**config.mk**
```make
export PLATFORM = sky130hd
export DESIGN_NAME = demux1to4_stream
export DESIGN_NICKNAME = d
export VERILOG_FILES = /design/src/rtl/demux_pkg.sv /design/src/rtl/demux_slot.sv /design/src/rtl/demux1to4_stream.sv
export SDC_FILE = /design/constraint.sdc
export NUM_CORES = 1
export LEC_CHECK = 0
export BUFFER_PORTS_ARGS = -buffer_cell sky130_fd_sc_hd__buf_4
export CELL_PAD_IN_SITES_DETAIL_PLACEMENT = 1
export CELL_PAD_IN_SITES_GLOBAL_PLACEMENT = 1
export CORE_ASPECT_RATIO = 0.7
export CORE_MARGIN = 2
export CORE_UTILIZATION = 30
export CTS_BUF_LIST = sky130_fd_sc_hd__clkbuf_2
export CTS_CLUSTER_SIZE = 8
export DETAILED_ROUTE_END_ITERATION = 8
export HOLD_SLACK_MARGIN = 0.02
export PLACE_DENSITY = 0.73
export SETUP_SLACK_MARGIN = 0.15
export SLEW_MARGIN = 20
export SYNTH_ARGS = -nofsm -noshare
export SYNTH_HDL_FRONTEND = slang
export SYNTH_SLANG_ARGS = --single-unit
```
**constraint.sdc**
```tcl
create_clock -name clk -period 1.78 [get_ports clk]
set_clock_uncertainty 0.2 [all_clocks]
set_input_delay 0.178 -clock clk [delete_from_list [all_inputs] [get_ports clk]]
set_output_delay 0.178 -clock clk [all_outputs]
set_load 0.1 [all_outputs]
```
**src/rtl/demux_pkg.sv**
```systemverilog
// Shared constants, types and helpers for the 1:4 stream demultiplexer.
package demux_pkg;

    localparam int NUM_CH = 4;
    localparam int SEL_W  = 2;

    typedef logic [SEL_W-1:0] ch_idx_t;

    // Bit offset of channel k inside a flattened bus of w-bit slices.
    function automatic int slice_off(input int k, input int w);
        return k * w;
    endfunction

endpackage

```
**src/rtl/demux_slot.sv**
```systemverilog
// One-entry output slot: holding register with valid/ready, a load port
// driven by the distributor and a count of beats delivered downstream.
module demux_slot #(
    parameter int WIDTH = 8,
    parameter int CNT_W = 8
) (
    input  logic             clk,
    input  logic             rst,
    input  logic             load,
    input  logic [WIDTH-1:0] load_data,
    input  logic             ready,
    output logic             valid,
    output logic [WIDTH-1:0] data,
    output logic [CNT_W-1:0] cnt
);

    logic             full_reg, full_next;
    logic [WIDTH-1:0] data_reg, data_next;
    logic [CNT_W-1:0] cnt_reg, cnt_next;
    logic             drain;

    assign drain = full_reg && ready;

    // Next-state: a load wins over a drain so a simultaneous drain+load
    // keeps the slot full with the new beat; empty slots keep stale data.
    always_comb begin
        full_next = full_reg;
        data_next = data_reg;
        cnt_next  = cnt_reg;
        if (load) begin
            full_next = 1'b1;
            data_next = load_data;
        end else if (drain) begin
            full_next = 1'b0;
        end
        if (drain) begin
            cnt_next = cnt_reg + 1'b1;
        end
    end

    // State register with synchronous reset discarding any held beat.
    always_ff @(posedge clk) begin
        if (rst) begin
            full_reg <= 1'b0;
            data_reg <= '0;
            cnt_reg  <= '0;
        end else begin
            full_reg <= full_next;
            data_reg <= data_next;
            cnt_reg  <= cnt_next;
        end
    end

    assign valid = full_reg;
    assign data  = data_reg;
    assign cnt   = cnt_reg;

endmodule

```
**src/rtl/demux1to4_stream.sv**
```systemverilog
// Registered 1:4 stream demultiplexer. Picks a target channel from either
// in_sel or a round-robin pointer and loads the beat into that channel's
// one-entry slot; each slot drains through its own valid/ready handshake.
module demux1to4_stream
    import demux_pkg::*;
#(
    parameter int WIDTH = 8,
    parameter int CNT_W = 8
) (
    input  logic                    clk,
    input  logic                    rst,
    input  logic                    in_valid,
    output logic                    in_ready,
    input  logic [WIDTH-1:0]        in_data,
    input  logic [1:0]              in_sel,
    input  logic                    rr_mode,
    output logic [3:0]              out_valid,
    input  logic [3:0]              out_ready,
    output logic [4*WIDTH-1:0]      out_data,
    output logic [4*CNT_W-1:0]      beat_cnt
);

    ch_idx_t             ptr_reg, ptr_next;
    ch_idx_t             target;
    logic                accept;
    logic [NUM_CH-1:0]   full;
    logic [NUM_CH-1:0]   load;

    // Target channel and input readiness; readiness passes the target's
    // out_ready through so a draining slot can be refilled in the same cycle.
    always_comb begin
        target   = rr_mode ? ptr_reg : ch_idx_t'(in_sel);
        in_ready = !full[target] || out_ready[target];
        accept   = in_valid && in_ready;
    end

    // Round-robin pointer advances only on accepted beats in round-robin
    // mode, and otherwise holds so routing resumes where it left off.
    always_comb begin
        ptr_next = ptr_reg;
        if (accept && rr_mode) begin
            ptr_next = ptr_reg + 1'b1;
        end
    end

    // Pointer register.
    always_ff @(posedge clk) begin
        if (rst) begin
            ptr_reg <= '0;
        end else begin
            ptr_reg <= ptr_next;
        end
    end

    genvar gi;
    generate
        for (gi = 0; gi < NUM_CH; gi++) begin : g_slot
            assign load[gi] = accept && (target == ch_idx_t'(gi));

            demux_slot #(
                .WIDTH (WIDTH),
                .CNT_W (CNT_W)
            ) u_slot (
                .clk       (clk),
                .rst       (rst),
                .load      (load[gi]),
                .load_data (in_data),
                .ready     (out_ready[gi]),
                .valid     (full[gi]),
                .data      (out_data[slice_off(gi, WIDTH) +: WIDTH]),
                .cnt       (beat_cnt[slice_off(gi, CNT_W) +: CNT_W])
            );
        end
    endgenerate

    assign out_valid = full;

endmodule

```
# Word-level counts from Yosys, hierarchy flattened
# Index checks and enable logic that the tools add are counted.
[classes]
reduce_logical = 17
muxes = 13
n_lt_le_gt_ge = 1
n_eq_ne = 3
n_shift = 0
multipliers = 0
addsub = 5
bitwise_logic = 0
div = 0
[op_table]
columns = ["cell", "n"]
rows = [
  ["adder 8 x 1 -> 8 bit, second input constant", 4],
  ["logical AND 1 bit", 10],
  ["2-to-1 mux 1 bit", 10],
  ["nonzero test 2 bit", 4],
  ["binary-select mux 1 bit (select 2 bit)", 2],
  ["== test 2 bit, second input constant", 2],
  ["< comparator 2 x 3 -> 1 bit, second input constant", 1],
  ["adder 2 x 1 -> 2 bit, second input constant", 1],
  ["== test 2 x 1 -> 1 bit, second input constant", 1],
  ["zero test 2 bit", 1],
  ["2-to-1 mux 2 bit", 1],
  ["zero test 1 bit", 1],
  ["logical OR 1 bit", 1],
]
[word_totals]
ff_bits = 70
output_inout_bits = 69
input_bits = 18
word_cells = 52
latch_bits = 0
mem_bits_ro = 0
memories = 0
ram_bits = 0

# Logic depth before layout (Yosys ltp)
[depth]
depth_word = 8
depth_mapped = 5
depth_no_buf = 5

# Cells and area by module
# A second synthesis with hierarchy kept.
[unflattened]
hier_cells = 312
hier_area_um2 = 2865.2
[modules_own_cells]
columns = ["mod", "area_each_um2", "instances", "seq_area_each_um2", "cells_per_inst"]
rows = [
  ["demux_slot", 664.4, 4, 340.3, 71],
  ["demux1to4_stream", 207.7, 1, 40.0, 28],
]

# Worst setup path before layout
# No wires, ideal clock.
[synth_timing]
kind = "reg-to-output"
start = "reg ptr_reg[1]"
end = "out in_ready"
path_stages_with_launch = 4
n_path_buf = 0
arrival_ns = 2.313
setup_slack_ns = -0.911
required_ns = 1.402
path_cell_list = "dfxtp_1 -> mux2i_2 -> mux2i_1 -> mux2i_1"
[synth_between]
elab_chain_cells = 5
elab_cells_between_ends = 7
classes_between = "5 x mux; 2 x reduce/logical"
[synth_rtl]
columns = ["element", "line_no", "text"]
rows = [
  ["start, declared", "demux1to4_stream.sv:23", "ch_idx_t ptr_reg, ptr_next;"],
  ["start signal, assigned", "demux1to4_stream.sv:51", "ptr_reg <= ptr_next;"],
  ["2-to-1 mux 2 bit *", "demux1to4_stream.sv:32", "target = rr_mode ? ptr_reg : ch_idx_t'(in_sel);"],
  ["binary-select mux 1 bit (select 2 bit)", "demux1to4_stream.sv:33", "in_ready = !full[target] || out_ready[target];"],
  ["2-to-1 mux 1 bit (not written as such)", "demux1to4_stream.sv:33", ""],
  ["zero test 1 bit", "demux1to4_stream.sv:33", ""],
  ["logical OR 1 bit *", "demux1to4_stream.sv:33", ""],
  ["end, declared", "demux1to4_stream.sv:13", "output logic in_ready,"],
]
# Every way passes the cells marked *; elsewhere a longest branch is shown, timed or not. The select of a mux whose other input is x is not followed.

# Worst setup path in the final report
# Same ends and word-level chain as after synthesis.

==> metrics.md <==
| Metric | Value |
|---|---|
| Net Count, Synth | `321` |
| Synthesized area | `0.00280 mm^2` |
| Ant. Diodes | `0` |
| M2 GR Usage | `30.3%` |
| CTS Buf Count | `9` |
| Initial core utilization | `30.9%` |
| Root Driver | `clkbuf_2` |
| Status | `finished, violations left` |
| Overflow after GRT | `0` |
| Power Total | `3.18 mW` |
| Psw | `1.03 mW` |
| Clock Sinks | `70` |
| Failing checks | `negative setup slack` |
| Yosys cell types | `26` |
| Grt met1 use | `20.0%` |
| Seq/Total Area, Yosys | `50.0%` |
| Placed inst area | `0.00374 mm^2` |
| Worst-path maximum fanout | `3` |
| Worst path required time | `1400 ps` |
| Met3 usage | `7.06%` |
| GP Congestion | `0.763` |
| Pre-CTS setup slack | `35.9 ps` |
| Period utilization | `119%` |
| Wire per inst | `16.3 um` |
| Final #Nets | `440` |
| Starting DRT DRC Count | `107` |
| Cell Rows | `29` |
| Peak VDD IR | `0.443 mV` |
| Seq cells post-synth | `70` |
| Cell Chain, Critical Path | `mux2i_4 -> mux2i_4 -> mux2i_4 -> buf_12` |
| H-tree depth | `3` |
| Worst skew pair latency | `520 ps` |
| # IOs | `87` |
| Synth top area share | `50.0%` |
| Setup ws final | `-346 ps` |
| Power per cell area | `679 mW/mm^2` |
| Worst R2R Path Depth | `10` |
| Max clock buf depth | `2` |
| Transition time of the tightest slew-check pin | `358 ps` |
| Hold Crit Class | `input pin to flop` |
| Combinational group share of total power | `21.1%` |
| Hold Vio Cnt, Final | `0` |
| Fmax | `0.470 GHz` |
| Critical path arrival | `1750 ps` |
| Reg-to-reg startpoint | `ptr_reg[1]` |
| Nature of the critical path endpoint | `primary output` |
| Clk slew on worst S/H paths | `190 ps` |
| Worst setup startpoint | `ptr_reg[1]` |
| Max-slew violations | `0` |
| CP dominant cell by count | `mux2i_4` |
| Antenna violations before repair | `0` |
| Syn Area/Cell | `9.38 um^2` |
| Switching part of the total power | `32.2%` |
| Port Buffer Count | `86` |
| Util after Layout | `51.7%` |
| Syn-to-layout area delta | `67.2%` |
| DRT Pass-1 Iters | `4` |
| Reg2Reg Setup Slack | `-230 ps` |
| Routed wire length | `8930 um` |
| Post-route antenna net violation count | `0` |
| Worst reg2reg endpoint | `g_slot[2].u_slot.data[6]` |
| Post-layout minimum cycle time | `2130 ps` |
| Worst slew margin | `75.9%` |
| CTS tree | `built` |
| Cell area after layout | `0.00469 mm^2` |
| Crit path kind | `flop to primary output` |
| Internal power | `2.16 mW` |
| RSZ-0062 raised after global routing | `yes` |
| Most frequent cells in the layout | `nor2_1 (58), buf_6 (40), mux2i_1 (32)` |
| Die Y | `84.9 um` |
| Overall routing resource usage | `17.5%` |
| Setup Viol. Count Final | `37` |
| CP max stage delay | `380 ps` |
| Die X | `120 um` |
| Leakage | `2.03 nW` |
| Crit path capture | `in_ready` |
| YS warnings | `0` |
| Slowest CP cell | `dfxtp_2` |
| Ratio of cells with drive above 1 in the final layout | `42.3%` |
| Gr busiest metal | `met2` |
| Setup TNS | `-5220 ps` |
| DP HPWL | `5740 um` |
| Cells after synthesis | `299` |
| Vias in the first global route | `2700` |
| Die ar. | `0.0101 mm^2` |
| Worst Setup Start Kind | `flop` |
| DRC viols | `0` |
| Avg Vias per Cell | `4.71` |
| First-pass GRT wire length | `13800 um` |
| Max cap viols | `0` |
| Most common cell after layout, fill and taps aside | `nor2_1` |
| Clock share of power | `28.0%` |
| Area contributors post-synth | `dfxtp_1 (50%), mux2i_1 (13%), nor2_1 (7.8%)` |
| Largest net degree at the start of global routing | `27` |
| Largest area contributor in the netlist | `dfxtp_1` |
| Sequential group share of total power | `50.9%` |
| Core area | `0.00907 mm^2` |
| DR vias | `2575` |
-- kinds of logic after synthesis --
kind of cell               after synthesis  share of synthesized area, %
AOI/OAI and AO/OA                       23                          4.19
xor gates and xnor gates                22                          6.87
adders and majority gates                4                          1.78
buffers and inverters                   24                          3.93
DFF                                     70                          50.0
muxes                                   39                          14.1
and+or+nand+nor                        117                          19.1
-- final cells by class --
| cell class | count | area (um^2) |
|---|---|---|
| multi-input cells | 205 | 1360 |
| repair buffers | 125 | 1540 |
| clock inverters | 5 | 48.8 |
| well taps | 124 | 155 |
| fillers | 995 | 4380 |
| inverters | 7 | 26.3 |
| flip-flops and latches | 70 | 1500 |
| clock buffers | 11 | 55.1 |
-- power by group through the flow --
stage          logic (mW)  clock network, mW  registers, mW
5_1_grt             0.702               1.01           1.63
2_1_floorplan       0.170                  0           1.87
6_report            0.672              0.891           1.62
3_3_place_gp        0.550                  0           1.64
3_5_place_dp        0.557                  0           1.65
4_1_cts             0.629              0.932           1.62
-- repair_timing --
item                                   4_1_cts  5_1_grt
pin swaps                                    3        1
setup endpoints to repair                   40       98
hold buffers                                16        1
endpoints found under the hold margin       70        2
gates cloned                                 1        1
resized for setup                           58       95
buffers inserted                             5        6
-- synthesized netlist by cell type (all sizes together) --
master,n
nor4,3
mux2,1
ha,4
nor3,3
a21oi,15
nand4,9
or4,1
nand3,12
or3,7
o31ai,1
and3,2
xor2,12
and2,1
o21ai,7
nor2,58
nand2b,4
nand2,15
dfxtp,70
clkbuf,9
nand4b,2
mux2i,38
inv,7
xnor2,10
buf,8
-- per-stage QoR --
step,hold slack [ps],cells
final,96.7,547
after global routing,67.1,547
after CTS,46.1,539
after detailed placement,253,501
after global placement,240,501
after floorplan,122,299
-- layer usage --
metal  vias to the layer above  routed length (um)
met4                         0                 147
met5                         -                   0
li1                       1247                   -
met2                        63                4460
met1                      1250                3740
met3                        15                 586
-- critical path, delay by kind of cell, from the launching register on --
family / cells / cell delay (ps)
mux: 3 / 680
flops: 1 / 380
buf+inv: 1 / 180
-- worst min-delay path by stage --
| stage | endpoint | cells past startpoint | slack [ps] | startpoint |
|---|---|---|---|---|
| floorplan | g_slot[0].u_slot.data[0] | 2 | 120 | in_data[0] |
| global placement | g_slot[1].u_slot.data[6] | 3 | 240 | in_data[6] |
| detailed placement | g_slot[1].u_slot.data[0] | 3 | 250 | in_data[0] |
| CTS | g_slot[0].u_slot.valid | 5 | 50 | rr_mode |
| global route | g_slot[0].u_slot.valid | 5 | 70 | rr_mode |
| finish | g_slot[0].u_slot.valid | 5 | 100 | rr_mode |
No activity file was read; power rests on OpenSTA's default activity.
